<file path="src/rtl/flow_sched_pkg.sv">
// Shared types and helpers for the flow pop scheduler.
// Optional weighted round-robin is enabled by defining FLOW_SCHED_WRR_EN.
package flow_sched_pkg;

    typedef enum logic [1:0] {
        IDLE = 2'd0,
        WAIT = 2'd1,
        HOLD = 2'd2
    } sched_state_t;

    typedef logic [31:0] rank_t;
    typedef logic [31:0] value_t;

    // Widest flow vector the helpers below understand.
    localparam int MAX_FLOWS = 32;

    // Index of the set bit of a one-hot vector (last set bit if not one-hot).
    function automatic logic [4:0] onehot_to_idx(input logic [MAX_FLOWS-1:0] v);
        logic [4:0] idx;
        idx = '0;
        for (int i = 0; i < MAX_FLOWS; i++)
            if (v[i]) idx = 5'(i);
        return idx;
    endfunction

    // True when exactly one bit is set.
    function automatic logic is_onehot(input logic [MAX_FLOWS-1:0] v);
        return (v != '0) && ((v & (v - 1'b1)) == '0);
    endfunction

endpackage

</file>
<file path="src/rtl/flow_pop_scheduler_rr_arbiter.sv">
// Combinational round-robin arbiter: first request at or after ptr, wrapping.
module rr_arbiter #(
    parameter  int N  = 10,
    localparam int PW = (N > 1) ? $clog2(N) : 1
) (
    input  logic [N-1:0]  req,
    input  logic [PW-1:0] ptr,
    output logic [N-1:0]  grant,
    output logic [PW-1:0] grant_idx
);

    // Scan N positions starting at ptr; the first hit wins.
    always_comb begin
        logic       w_found;
        logic [PW-1:0] w_idx;
        grant     = '0;
        grant_idx = '0;
        w_found   = 1'b0;
        w_idx     = '0;
        for (int i = 0; i < N; i++) begin
            w_idx = PW'((int'(ptr) + i) % N);
            if (!w_found && req[w_idx]) begin
                w_found        = 1'b1;
                grant[w_idx]   = 1'b1;
                grant_idx      = w_idx;
            end
        end
    end

endmodule

</file>
<file path="src/rtl/flow_pop_scheduler.sv">
// Scheduler in front of the per-flow rank store: forwards enqueues, tracks
// per-flow occupancy, pops one non-empty flow at a time and hands the entry
// downstream on a valid/ready port. Define FLOW_SCHED_WRR_EN for weighted RR.
module flow_pop_scheduler
    import flow_sched_pkg::*;
#(
    parameter int SIZE  = 50,
    parameter int FLOWS = 10
) (
    input  logic             clk,
    input  logic             rst_n,
    input  logic             in_valid,
    output logic             in_ready,
    input  rank_t            in_rank,
    input  value_t           in_value,
    input  logic [FLOWS-1:0] in_flow,
    output logic             st_push,
    output rank_t            st_push_rank,
    output value_t           st_push_value,
    output logic [FLOWS-1:0] st_push_flow,
    output logic             st_pop,
    output logic [FLOWS-1:0] st_pop_flow,
    input  logic             st_pop_valid,
    input  rank_t            st_pop_rank,
    input  value_t           st_pop_value,
    output logic             out_valid,
    input  logic             out_ready,
    output rank_t            out_rank,
    output value_t           out_value,
    output logic [FLOWS-1:0] out_flow,
`ifdef FLOW_SCHED_WRR_EN
    input  logic [FLOWS*4-1:0] weight,
`endif
    output logic             err
);

    localparam int CW = $clog2(SIZE + 1);
    localparam int FW = (FLOWS > 1) ? $clog2(FLOWS) : 1;

    logic [FLOWS-1:0][CW-1:0] r_count;
    sched_state_t             r_state;
    logic [FW-1:0]            r_ptr;
    logic [FW-1:0]            r_gnt_idx;
    logic [FLOWS-1:0]         r_gnt_flow;
    rank_t                    r_out_rank;
    value_t                   r_out_value;
    logic [FLOWS-1:0]         r_out_flow;
    logic                     r_err;

    logic                     w_in_onehot;
    logic [FW-1:0]            w_in_idx;
    logic [FLOWS-1:0]         w_req;
    logic [FLOWS-1:0]         w_grant;
    logic [FW-1:0]            w_grant_idx;
    logic                     w_pop;
    logic [FW-1:0]            w_ptr_inc;
    logic [FW-1:0]            w_ptr_next;

    assign w_in_onehot = is_onehot(MAX_FLOWS'(in_flow));
    assign w_in_idx    = FW'(onehot_to_idx(MAX_FLOWS'(in_flow)));

    // Full check uses the registered count only, so a pop in the same cycle
    // never opens a slot early.
    assign in_ready      = w_in_onehot && (r_count[w_in_idx] < CW'(SIZE));
    assign st_push       = in_valid && in_ready;
    assign st_push_rank  = in_rank;
    assign st_push_value = in_value;
    assign st_push_flow  = in_flow;

    // Request vector from registered counts: a flow pushed this cycle waits a cycle.
    always_comb begin
        for (int f = 0; f < FLOWS; f++)
            w_req[f] = (r_count[f] != '0);
    end

    rr_arbiter #(.N(FLOWS)) u_arb (
        .req       (w_req),
        .ptr       (r_ptr),
        .grant     (w_grant),
        .grant_idx (w_grant_idx)
    );

    assign w_pop       = (r_state == IDLE) && (w_req != '0);
    assign st_pop      = w_pop;
    assign st_pop_flow = w_pop ? w_grant : '0;

    assign out_valid = (r_state == HOLD);
    assign out_rank  = r_out_rank;
    assign out_value = r_out_value;
    assign out_flow  = r_out_flow;
    assign err       = r_err;

    assign w_ptr_inc = (r_gnt_idx == FW'(FLOWS - 1)) ? '0 : r_gnt_idx + 1'b1;

`ifdef FLOW_SCHED_WRR_EN
    logic [3:0] r_credit;
    logic       r_credit_vld;
    logic [3:0] w_wt;
    logic [3:0] w_credit_eff;
    logic [3:0] w_credit_rem;
    logic       w_stay;

    // Credit is loaded lazily: when the pointer lands on a flow the first
    // handshake from it starts from that flow's weight (0 counts as 1).
    assign w_wt         = (weight[{r_gnt_idx, 2'b00} +: 4] == 4'd0) ? 4'd1
                                                                   : weight[{r_gnt_idx, 2'b00} +: 4];
    assign w_credit_eff = (r_credit_vld && (r_gnt_idx == r_ptr)) ? r_credit : w_wt;
    assign w_credit_rem = w_credit_eff - 4'd1;
    assign w_stay       = (w_credit_rem != 4'd0) && (r_count[r_gnt_idx] != '0);
    assign w_ptr_next   = w_stay ? r_gnt_idx : w_ptr_inc;

    // Track remaining credit of the flow the pointer sits on.
    always_ff @(posedge clk or negedge rst_n) begin
        if (!rst_n) begin
            r_credit     <= '0;
            r_credit_vld <= 1'b0;
        end else if (r_state == HOLD && out_ready) begin
            r_credit     <= w_credit_rem;
            r_credit_vld <= w_stay;
        end
    end
`else
    assign w_ptr_next = w_ptr_inc;
`endif

    // Per-flow occupancy: +1 on accepted push, -1 on issued pop.
    always_ff @(posedge clk or negedge rst_n) begin
        if (!rst_n) begin
            r_count <= '0;
        end else begin
            for (int f = 0; f < FLOWS; f++) begin
                if (st_push && in_flow[f] && !(w_pop && w_grant[f]))
                    r_count[f] <= r_count[f] + 1'b1;
                else if (!(st_push && in_flow[f]) && w_pop && w_grant[f])
                    r_count[f] <= r_count[f] - 1'b1;
            end
        end
    end

    // Pop sequencing: IDLE issues, WAIT captures the store reply, HOLD hands off.
    always_ff @(posedge clk or negedge rst_n) begin
        if (!rst_n) begin
            r_state     <= IDLE;
            r_ptr       <= '0;
            r_gnt_idx   <= '0;
            r_gnt_flow  <= '0;
            r_out_rank  <= '0;
            r_out_value <= '0;
            r_out_flow  <= '0;
        end else begin
            unique case (r_state)
                IDLE: if (w_pop) begin
                    r_gnt_idx  <= w_grant_idx;
                    r_gnt_flow <= w_grant;
                    r_state    <= WAIT;
                end
                WAIT: if (st_pop_valid) begin
                    r_out_rank  <= st_pop_rank;
                    r_out_value <= st_pop_value;
                    r_out_flow  <= r_gnt_flow;
                    r_state     <= HOLD;
                end else begin
                    r_state <= IDLE;
                end
                HOLD: if (out_ready) begin
                    r_ptr   <= w_ptr_next;
                    r_state <= IDLE;
                end
                default: r_state <= IDLE;
            endcase
        end
    end

    // Sticky error: malformed push flow or a missing store reply.
    always_ff @(posedge clk or negedge rst_n) begin
        if (!rst_n)
            r_err <= 1'b0;
        else if ((in_valid && !w_in_onehot) || (r_state == WAIT && !st_pop_valid))
            r_err <= 1'b1;
    end

endmodule
</file>
<file path="config.mk">
export PLATFORM = sky130hd
export DESIGN_NAME = flow_pop_scheduler
export DESIGN_NICKNAME = d
export VERILOG_FILES = /design/src/rtl/flow_sched_pkg.sv /design/src/rtl/flow_pop_scheduler_rr_arbiter.sv /design/src/rtl/flow_pop_scheduler.sv
export SDC_FILE = /design/constraint.sdc
export NUM_CORES = 1
export LEC_CHECK = 0
export BUFFER_PORTS_ARGS = -buffer_cell sky130_fd_sc_hd__buf_2
export CORE_MARGIN = 5
export CORE_UTILIZATION = 50
export DETAILED_ROUTE_END_ITERATION = 8
export PLACE_DENSITY = 0.84
export SKIP_LAST_GASP = 1
export SLEW_MARGIN = 40
export SYNTH_ARGS = -nofsm -noshare
export SYNTH_HDL_FRONTEND = slang
export SYNTH_SLANG_ARGS = --single-unit
</file>
<file path="constraint.sdc">
create_clock -name clk -period 12.3 [get_ports clk]
set_input_delay 3.075 -clock clk [delete_from_list [all_inputs] [get_ports clk]]
set_output_delay 3.075 -clock clk [all_outputs]
set_load 0.01 [all_outputs]
</file>
==> flow_summary.json <==
{
  "tritoncts": "built",
  "synth_ff_type": "dfrtp_1",
  "yosysWarnings": 0,
  "syn_area_um2": 14100,
  "crit_family": "simple AND/OR/NAND/NOR gates",
  "dieArea_um2": 31600,
  "maxSlewHeadroom_pct": 42.4,
  "cts_setup_buffers": 0,
  "dr.first_iter.drc_count": 1683,
  "coreArea_um2": 27800,
  "setup_viol": 0,
  "path_class": "reg -> out",
  "viasPerCell": 6.52,
  "arrival_ps": 6950,
  "clk_latency_ps": 440,
  "overflow": 0,
  "crit_path_max_incr_delay_ps": 670,
  "place_congestion": 1.10,
  "hold_path_class": "reg -> reg",
  "mostFrequentLayoutCells": "buf_2, dfrtp_1, a21oi_1, nor2_1, nand2_1",
  "hold_buffers": 0,
  "crit_required_ps": 9220,
  "grt_pass1_vias": 12632,
  "grt_max_degree": 83,
  "synth-edff-count": 0,
  "drv_cap": 0,
  "area_growth_pct": 8.97,
  "yosysTopAreaCellShare_pct": 27.6,
  "timing.final.crit_share_pct": 81.5,
  "layout-drive-gt1-share_pct": 25.6,
  "wire_per_inst_um": 21.9,
  "cp_slowest_cell": "nand2b_1",
  "synth-seq-area-share_pct": 27.6,
  "grt_usage_pct": 26.8,
  "ios": 306,
  "place_inst": 1950,
  "max_freq_mhz": 99.8,
  "final_cells": 1982,
  "rsz0062_at_grt": "false",
  "first_pass_iters": 7,
  "wl_um": 43400,
  "worst_pin_slew_ps": 857,
  "grt_pass1_wl_um": 68100,
  "startpoint_type": "flip-flop",
  "htree_levels": 4,
  "synthTopCellsByArea": "dfrtp_1, mux2_2, ha_1, buf_4, a21oi_1",
  "critPathBufInv": 5,
  "cts-root-buf": "clkbuf_16",
  "yosys_register_bits": 155,
  "synth_nets": 1748,
  "synth_top_area_cell": "dfrtp_1",
  "cp-end-kind": "primary output",
  "fin_skew_ps": 16.9,
  "die_h_um": 178,
  "status": "complete, no violations",
  "synth_cell_type_count": 111,
  "numCtsBuffers": 17,
  "n_antenna_cell": 0,
  "antenna_found_initial": 0,
  "vias": 12929,
  "synth_async_sr_flop_share_pct": 100,
  "timing.final.crit_period_ps": 10020,
  "num_rows": 61,
  "final_max_slew_viol_count": 0,
  "cts_resized": 0,
  "route.detailed.drc": 0,
  "layout.nets": 1817,
  "final_common_cell": "buf_2",
  "syn-mean-instance-area_um2": 9.25,
  "cts_buffer_depth": 2,
  "synth_cells": 1522,
  "die_w_um": 178,
  "clk_pin_slew_ps": 70,
  "path_cells": "buf_4 > inv_1 > ha_1 > nand2b_1 > and2_1 > or2_2 > ha_1 > nand3b_1 > o221ai_1 > a21boi_0 > nand2_1 > a211o_1 > a21boi_1 > buf_4 > nand2b_1 > nor4_1 > a22o_1 > o31ai_2 > inv_1 > buf_2",
  "final_hold_viol_count": 0,
  "portBuffers": 177,
  "cts_sinks": 155,
  "fin_tns_setup_ps": 0,
  "crit_fanout": 38,
  "start_util_pct": 50.7,
  "place_hpwl_um": 32700,
  "postRouteAntennaNets": 0
}
[area by class of cell]
type,instances,area [um^2]
fillers,2427,12400
repair buffers,188,985
inverters,48,181
clock inverters,14,168
clock buffers,18,439
well taps,378,473
multi-input cells,1181,9210
flip-flops and latches,155,3880
[per-layer routing]
layer,vias to the layer above,GRT usage (%),routed length [um]
li1,5743,-,-
met1,6195,34.8,16500
met2,818,43.5,20600
met3,173,5.56,4200
met4,0,11.6,2080
met5,-,0,0
[final timing paths]
kind / start / end / cells past startpoint / slack, ps
max: r_ptr[1]$_DFFE_PN0P_ / st_pop_flow[7] / 20 / 2280
min: r_gnt_flow[8]$_DFFE_PN0P_ / r_gnt_flow[8]$_DFFE_PN0P_ / 1 / 480
max reg2reg: r_ptr[1]$_DFFE_PN0P_ / r_count[53]$_DFFE_PN0P_ / 27 / 4130
min reg2reg: r_gnt_flow[8]$_DFFE_PN0P_ / r_gnt_flow[8]$_DFFE_PN0P_ / 1 / 480
max in group asynchronous: rst_n / r_ptr[0]$_DFFE_PN0P_ / 2 / 8490
min in group asynchronous: rst_n / r_count[39]$_DFFE_PN0P_ / 1 / 2700
[worst reg2reg max path, cell delays in order, from the launching register on]
cell and delay [ps]:
dfrtp_1 360, buf_4 260, inv_1 520, ha_1 650, nand2b_1 250, and2_1 270, or2_2 290, ha_1 300
nand3b_1 190, o221ai_1 190, a21boi_0 350, nand2_1 120, a211o_1 360, a21boi_1 200, buf_4 270, nand2b_1 680
a211oi_1 190, nor4_1 460, a31oi_4 280, or2_2 430, ha_1 300, a21o_1 190, a21oi_1 220, o21bai_1 90
a21oi_1 240, and2_1 170, mux2i_1 90, xnor2_1 140
[synth_stat cells, types with 8 or more instances]
cell      number
a211oi_1      10
a21o_1        26
a21oi_1       98
a31oi_1       10
and2_1        19
and3_1        12
buf_2         14
buf_4         78
clkbuf_1      42
dfrtp_1      155
fa_1          10
ha_1          73
inv_1         41
mux2_1        32
mux2_2        82
mux2_4         9
mux2i_1       27
nand2_1       88
nand2b_1      17
nand3_1       32
nand4_1       14
nor2_1        91
nor2b_1       22
nor3_1        48
nor4_1        34
o211ai_1      10
o21ai_0       40
o21bai_1      12
o221ai_1       8
o22ai_1       15
o31ai_1       15
or2_2         25
or3_1         15
or4_1         12
xnor2_1       50
xor2_1        24
[metrics by stage]
stage | hold WS, ps | worst slack [ps] | area [um^2] | utilization, %
after floorplan | 443 | 3850 | 14100 | -
after global placement | 455 | 3040 | 14700 | 52.8
after detailed placement | 468 | 2940 | 14700 | 52.9
after CTS | 484 | 2450 | 15300 | 55.1
after global routing | 503 | 1940 | 15300 | 55.2
final | 483 | 2280 | 15300 | 55.2
[kinds of logic (layout without fill, tap and decap cells)]
logic type | after synthesis | count (layout) | share of synthesized area, %
AO/OA/AOI/OAI | 377 | 377 | 19.2
XOR/XNOR | 81 | 81 | 5.57
adder cells (fa/ha/maj) | 87 | 87 | 8.20
buffers and inverters | 186 | 268 | 7.27
flip-flops | 155 | 155 | 27.6
multiplexers | 161 | 161 | 13.7
AND/OR/NAND/NOR | 475 | 475 | 18.5
[state kept, by name (all words and copies together), names as in the netlist]
| name | count |
|---|---|
| out_flow | 10 |
| r_ptr | 4 |
| r_gnt_flow | 10 |
| out_value | 32 |
| r_count | 60 |
| out_rank | 32 |
| r_gnt_idx | 4 |
| r_state | 2 |
| err | 1 |
Power is left out: the tool's default activity adds up to more than one toggle a clock period on the data nets, which glitch-free logic cannot reach.
